### src/rtl/filter_pkg.sv
// Constants and types shared by the lowpass filter and its coefficient bank.
package filter_pkg;

   localparam int NTAPS = 65;
   localparam int DW    = 18;
   localparam int AW    = 7;

   typedef logic [DW-1:0] coef_t;

   typedef enum logic [1:0] {
      IDLE = 2'd0,
      LOAD = 2'd1,
      FULL = 2'd2
   } state_t;

endpackage

### src/rtl/coef_ram_1w1r.sv
// One coefficient bank: single write port, registered read port, async clear.
module coef_ram_1w1r
   import filter_pkg::*;
(
   input  logic          clock,
   input  logic          reset,
   input  logic          we,
   input  logic [AW-1:0] waddr,
   input  logic [DW-1:0] wdata,
   input  logic [AW-1:0] raddr,
   output logic [DW-1:0] rdata
);

   coef_t r_mem [NTAPS];

   always_ff @(posedge clock or posedge reset) begin
      if (reset) begin
         for (int i = 0; i < NTAPS; i++) begin
            r_mem[i] <= '0;
         end
      end else if (we && (waddr < AW'(NTAPS))) begin
         r_mem[waddr] <= wdata;
      end
   end

   // Addresses past the last tap read as zero rather than aliasing.
   always_ff @(posedge clock or posedge reset) begin
      if (reset) begin
         rdata <= '0;
      end else if (raddr < AW'(NTAPS)) begin
         rdata <= r_mem[raddr];
      end else begin
         rdata <= '0;
      end
   end

endmodule

### src/rtl/coef_bank.sv
// Double-buffered coefficient memory: the filter reads the active bank while
// the host loads the shadow bank; commit swaps them atomically.
module coef_bank
   import filter_pkg::*;
(
   input  logic          clock,
   input  logic          reset,
   input  logic [AW-1:0] coefaddress,
   output logic [DW-1:0] coefdata,
   input  logic          ld_start,
   input  logic          ld_valid,
   input  logic [DW-1:0] ld_data,
   output logic          ld_ready,
   output logic          ld_done,
   input  logic          commit,
   output logic          active_bank,
   output logic          err
);

   state_t        r_state;
   logic [AW-1:0] r_wcnt;
   logic          r_ldReady;
   logic          r_ldDone;
   logic          r_activeBank;
   logic          r_err;
   logic          r_readBank;

   logic          w_we;
   logic          w_we0;
   logic          w_we1;
   logic          w_lastWrite;
   coef_t         w_rdata0;
   coef_t         w_rdata1;

   assign w_we        = (r_state == LOAD) && ld_valid && r_ldReady && !ld_start;
   assign w_lastWrite = w_we && (r_wcnt == AW'(NTAPS - 1));
   assign w_we0       = w_we && r_activeBank;
   assign w_we1       = w_we && !r_activeBank;

   coef_ram_1w1r u_bank0 (
      .clock (clock),
      .reset (reset),
      .we    (w_we0),
      .waddr (r_wcnt),
      .wdata (ld_data),
      .raddr (coefaddress),
      .rdata (w_rdata0)
   );

   coef_ram_1w1r u_bank1 (
      .clock (clock),
      .reset (reset),
      .we    (w_we1),
      .waddr (r_wcnt),
      .wdata (ld_data),
      .raddr (coefaddress),
      .rdata (w_rdata1)
   );

   // The bank select travels with the read data, so a read sampled on the
   // swap edge still comes from the old bank.
   always_ff @(posedge clock or posedge reset) begin
      if (reset) begin
         r_readBank <= 1'b0;
      end else begin
         r_readBank <= r_activeBank;
      end
   end

   assign coefdata = r_readBank ? w_rdata1 : w_rdata0;

   always_ff @(posedge clock or posedge reset) begin
      if (reset) begin
         r_state      <= IDLE;
         r_wcnt       <= '0;
         r_ldReady    <= 1'b0;
         r_ldDone     <= 1'b0;
         r_activeBank <= 1'b0;
         r_err        <= 1'b0;
      end else begin
         r_ldDone <= 1'b0;
         case (r_state)
            IDLE: begin
               if (ld_start) begin
                  r_state   <= LOAD;
                  r_wcnt    <= '0;
                  r_err     <= 1'b0;
                  r_ldReady <= 1'b1;
               end else if (commit) begin
                  r_err <= 1'b1;
               end
            end
            LOAD: begin
               if (ld_start) begin
                  r_wcnt    <= '0;
                  r_err     <= 1'b0;
                  r_ldReady <= 1'b1;
               end else begin
                  if (commit) begin
                     r_err <= 1'b1;
                  end
                  if (w_lastWrite) begin
                     r_ldReady <= 1'b0;
                     r_ldDone  <= 1'b1;
                     r_state   <= FULL;
                  end else if (w_we) begin
                     r_wcnt <= r_wcnt + 1'b1;
                  end
               end
            end
            FULL: begin
               // A reload request outranks a simultaneous commit.
               if (ld_start) begin
                  r_state   <= LOAD;
                  r_wcnt    <= '0;
                  r_err     <= 1'b0;
                  r_ldReady <= 1'b1;
               end else if (commit) begin
                  r_activeBank <= ~r_activeBank;
                  r_state      <= IDLE;
               end
            end
            default: begin
               r_state   <= IDLE;
               r_ldReady <= 1'b0;
            end
         endcase
      end
   end

   assign ld_ready    = r_ldReady;
   assign ld_done     = r_ldDone;
   assign active_bank = r_activeBank;
   assign err         = r_err;

endmodule

### config.mk
export PLATFORM = sky130hd
export DESIGN_NAME = coef_bank
export DESIGN_NICKNAME = d
export VERILOG_FILES = /design/src/rtl/filter_pkg.sv /design/src/rtl/coef_ram_1w1r.sv /design/src/rtl/coef_bank.sv
export SDC_FILE = /design/constraint.sdc
export NUM_CORES = 2
export LEC_CHECK = 0
export ABC_AREA = 1
export CAP_MARGIN = 0
export CORE_AREA = 2 2 561 563
export CTS_CLUSTER_DIAMETER = 30
export DETAILED_ROUTE_END_ITERATION = 16
export DIE_AREA = 0 0 563 565
export SLEW_MARGIN = 10
export SYNTH_ARGS = -nofsm -noshare
export SYNTH_HDL_FRONTEND = slang
export SYNTH_HIERARCHICAL = 1
export SYNTH_SLANG_ARGS = --single-unit
### constraint.sdc
create_clock -name clock -period 126.3 [get_ports clock]
set_input_delay 25.26 -clock clock [delete_from_list [all_inputs] [get_ports clock]]
set_output_delay 25.26 -clock clock [all_outputs]
set_load 0.05 [all_outputs]
==> flow_metrics.py <==
metrics = {
    "global_route": {
        "grt_busiest_layer": "met2",
        "grt_max_degree": 167,
        "grt_pass1_vias": 88400,
        "grt_usage_pct": 22.11,
        "antenna_found_initial": 12,
        "met2_usage_pct": 34.23,
        "grt_first_pass_wirelength_um": 548500,
        "grt-ovfl-total": 0,
        "met1_usage_pct": 30.72,
        "gr-usage-met3_pct": 3.453,
    },
    "timing": {
        "max-slew-margin-rel_pct": 12.38,
        "tightest_slew_ps": 1309,
        "setup_viol": 0,
        "final.setup.tns_ps": 0,
        "drv_slew": 0,
        "timing.final.crit_share_pct": 23.97,
        "hold_violations": 0,
        "period_needed_ps": 30270,
        "max_freq_ghz": 0.03303,
        "rsz0062_at_grt": "no",
        "finClkSkew_ps": 67.31,
    },
    "cts": {
        "root_buffer": "clkbuf_16",
        "holdBufCountCts": 0,
        "post-cts-setup-buffer-count": 0,
        "cts_max_level": 5,
        "cts_tree": "done",
        "ctsResizeCount": 0,
        "cts_max_path_buffers": 4,
        "numCtsBuffers": 476,
        "clock_latency_ps": 950,
        "path_clk_slew_ps": 50,
        "clock-sinks": 2390,
    },
    "routing": {
        "drt-initial-drc-count": 10540,
        "via_per_inst": 5.193,
        "routed-via-count": 93600,
        "dr.pass1.iters": 7,
        "wl_per_cell_um": 19.82,
        "ant_nets": 0,
        "drc": 0,
        "wirelength_um": 357300,
    },
    "pwr": {
        "irDropWorstVdd_mv": 0.01213,
        "p_per_area_nw_per_um2": 17.46,
        "leakage_nw": 59.35,
    },
    "setup_path": {
        "critPathCaptureType": "asynchronous set/reset pin",
        "required_ps": 127180,
        "critPathMaxFanout": 140,
        "critPathKind": "primary input to asynchronous set/reset pin",
        "crit_path_start_kind": "primary input",
        "cp.arrival_ps": 31150,
    },
    "synth": {
        "ys_seq_area_share_pct": 54.94,
        "syn_area_um2": 108900,
        "synthArstFlopShare_pct": 100.0,
        "yosys_most_used_dff": "dfrtp_1",
        "synth_edf_count": 0,
        "avgSynthCellArea_um2": 7.823,
        "synth.distinct_cells": 34,
        "netlist_instances": 13910,
        "ys_ff_latch": 2390,
        "yosys_warnings": 6,
        "syn-num-nets": 13950,
    },
    "floorplanning": {
        "die_h_um": 565,
        "dieArea_um2": 318100,
        "pin_count": 52,
        "start_util_pct": 34.96,
        "coreArea_um2": 311400,
        "dieWidth_um": 563,
        "rows": 205,
    },
    "cells_and_area": {
        "area_growth_pct": 18.23,
        "finalNonFillerCells": 18020,
        "fin_area_um2": 128700,
        "drive_above_1_share_pct": 8.864,
        "nFillCells": 31440,
        "nets": 13510,
    },
    "placement": {
        "place_area_um2": 111600,
        "io_buffer_count": 51,
        "dp.final_hpwl_um": 194700,
        "routabilityCongestion": 0.8494,
        "dp_cells": 17140,
    },
    "worst_hold_path": {
        "hold_path.class": "register to register",
    },
    "flow_run": {
        "max-cap-violations": 0,
    },
    "run_status": {
        "status": "finished clean",
    },
}
## synth_stat cells, types with 4 or more instances
cell type  count  area, µm²
nand2_1     5686      21340
dfrtp_1     2390      59810
o21ai_0     2381      11920
nand3_1     1319       6601
clkbuf_1    1055       3960
inv_1        345       1295
a21oi_1      215       1076
nor2_1       212      795.8
nand2_2      133      832.1
buf_1         52      195.2
mux2_2        18      202.7
nor2_2        16      100.1
nor3_2        15      150.1
o21ai_1       13      65.06
o211ai_1       9      67.56
inv_2          8      30.03
or2_2          7      43.79
o21ai_2        5      43.79
buf_2          4      20.02
clkinv_1       4      15.01
nand4_1        4      25.02
nor3_4         4      65.06
## through the flow
step | power, mW | worst slack [ps] | hold WS, ps | util [%]
finish | 2.247 | 96030 | 459.1 | 41.33
global route | 2.315 | 95180 | 491.5 | 41.33
CTS | 2.262 | 95860 | 451.5 | 41.33
detailed placement | 0.9295 | 94900 | 462.1 | 35.82
global placement | 0.9283 | 94840 | 459.1 | 35.82
floorplan | 0.8813 | 67570 | 445.1 | -
## report_power, final
part / internal [mW] / leakage [nW] / switching, mW
logic: 0.0260 / 17.8 / 0.0979
registers: 0.784 / 33.2 / 0.0102
clock network: 0.904 / 8.34 / 0.424
## flip-flops by register name, summed over array words and instances, names as in the netlist
name           cells
active_bank        1
err                1
ld_done            1
ld_ready           1
r_readBank         1
r_state            2
r_wcnt             7
u_bank0/r_mem   1170
u_bank0/rdata     18
u_bank1/r_mem   1170
u_bank1/rdata     18
## area by class of cell
cell class / instances / area, µm² / area share, %
flip-flops and latches: 2390 / 59810 / 46.47
diodes: 7 / 17.52 / 0.01361
well taps: 4140 / 5180 / 4.025
inverters: 357 / 1385 / 1.076
multi-input cells: 10050 / 43520 / 33.82
clock inverters: 247 / 3531 / 2.744
clock buffers: 634 / 13600 / 10.57
repair buffers: 194 / 1655 / 1.286
## cell usage in the layout (no fill, tap or decap), types with 3 or more instances in the layout
master / count
nand2_1: 5685
dfrtp_1: 2390
o21ai_0: 2381
nand3_1: 1319
clkbuf_16: 486
inv_1: 304
a21oi_1: 215
nor2_1: 210
buf_4: 139
nand2_2: 134
clkbuf_8: 88
clkinv_2: 77
bufinv_16: 75
clkbuf_1: 60
clkdlybuf4s50_1: 45
inv_2: 43
clkinvlp_4: 39
clkinv_4: 26
inv_6: 20
mux2_2: 18
nor2_2: 16
nor3_2: 15
o21ai_1: 13
o211ai_1: 9
diode_2: 7
inv_8: 7
or2_2: 7
o21ai_2: 5
clkinv_8: 5
buf_12: 5
nor2_4: 4
nand4_1: 4
nor3_4: 4
buf_8: 3
## per-layer routing
layer / wire, µm / part of all wire, %
met5: 0 / 0
met4: 15200 / 4.3
met3: 25950 / 7.3
met2: 158300 / 44
met1: 157800 / 44
## path summary, 6_finish.rpt
check                                              start                         endpoint  slack [ps]  depth (start not counted)
setup reg to reg                  r_state[0]$_DFFE_PP0P_   u_bank0/r_mem[557]$_DFFE_PP0P_      121590                         10
setup / recovery                                   reset   u_bank1/r_mem[290]$_DFFE_PP0P_       96030                          7
hold / removal             u_bank0/r_mem[17]$_DFFE_PP0P_      u_bank0/rdata[17]$_DFF_PP0_         460                          2
hold reg to reg            u_bank0/r_mem[17]$_DFFE_PP0P_      u_bank0/rdata[17]$_DFF_PP0_         460                          2
max in group clock                        coefaddress[0]      u_bank1/rdata[14]$_DFF_PP0_       96850                         14
min in group asynchronous                          reset  u_bank0/r_mem[1032]$_DFFE_PP0P_       25110                          2
## critical path, stage by stage
cell and delay, ps:
clkdlybuf4s50_1 650, inv_8 740, buf_4 750, buf_4 830, buf_4 830, buf_4 800
buf_4 880
## kinds of logic (layout without fill, tap and decap cells)
logic type                 Yosys count  in the layout  synth area share [%]
muxes                               18             18                0.1862
adders and majority gates            2              2               0.02298
other                                0              7                     0
buffers and inverters             1470           1432                 5.091
xor gates and xnor gates             2              2               0.01609
and+or+nand+nor                   7403           7403                 27.59
AOI/OAI and AO/OA                 2629           2629                 12.16
DFF                               2390           2390                 54.94
Power figures use the tool's default switching activity.
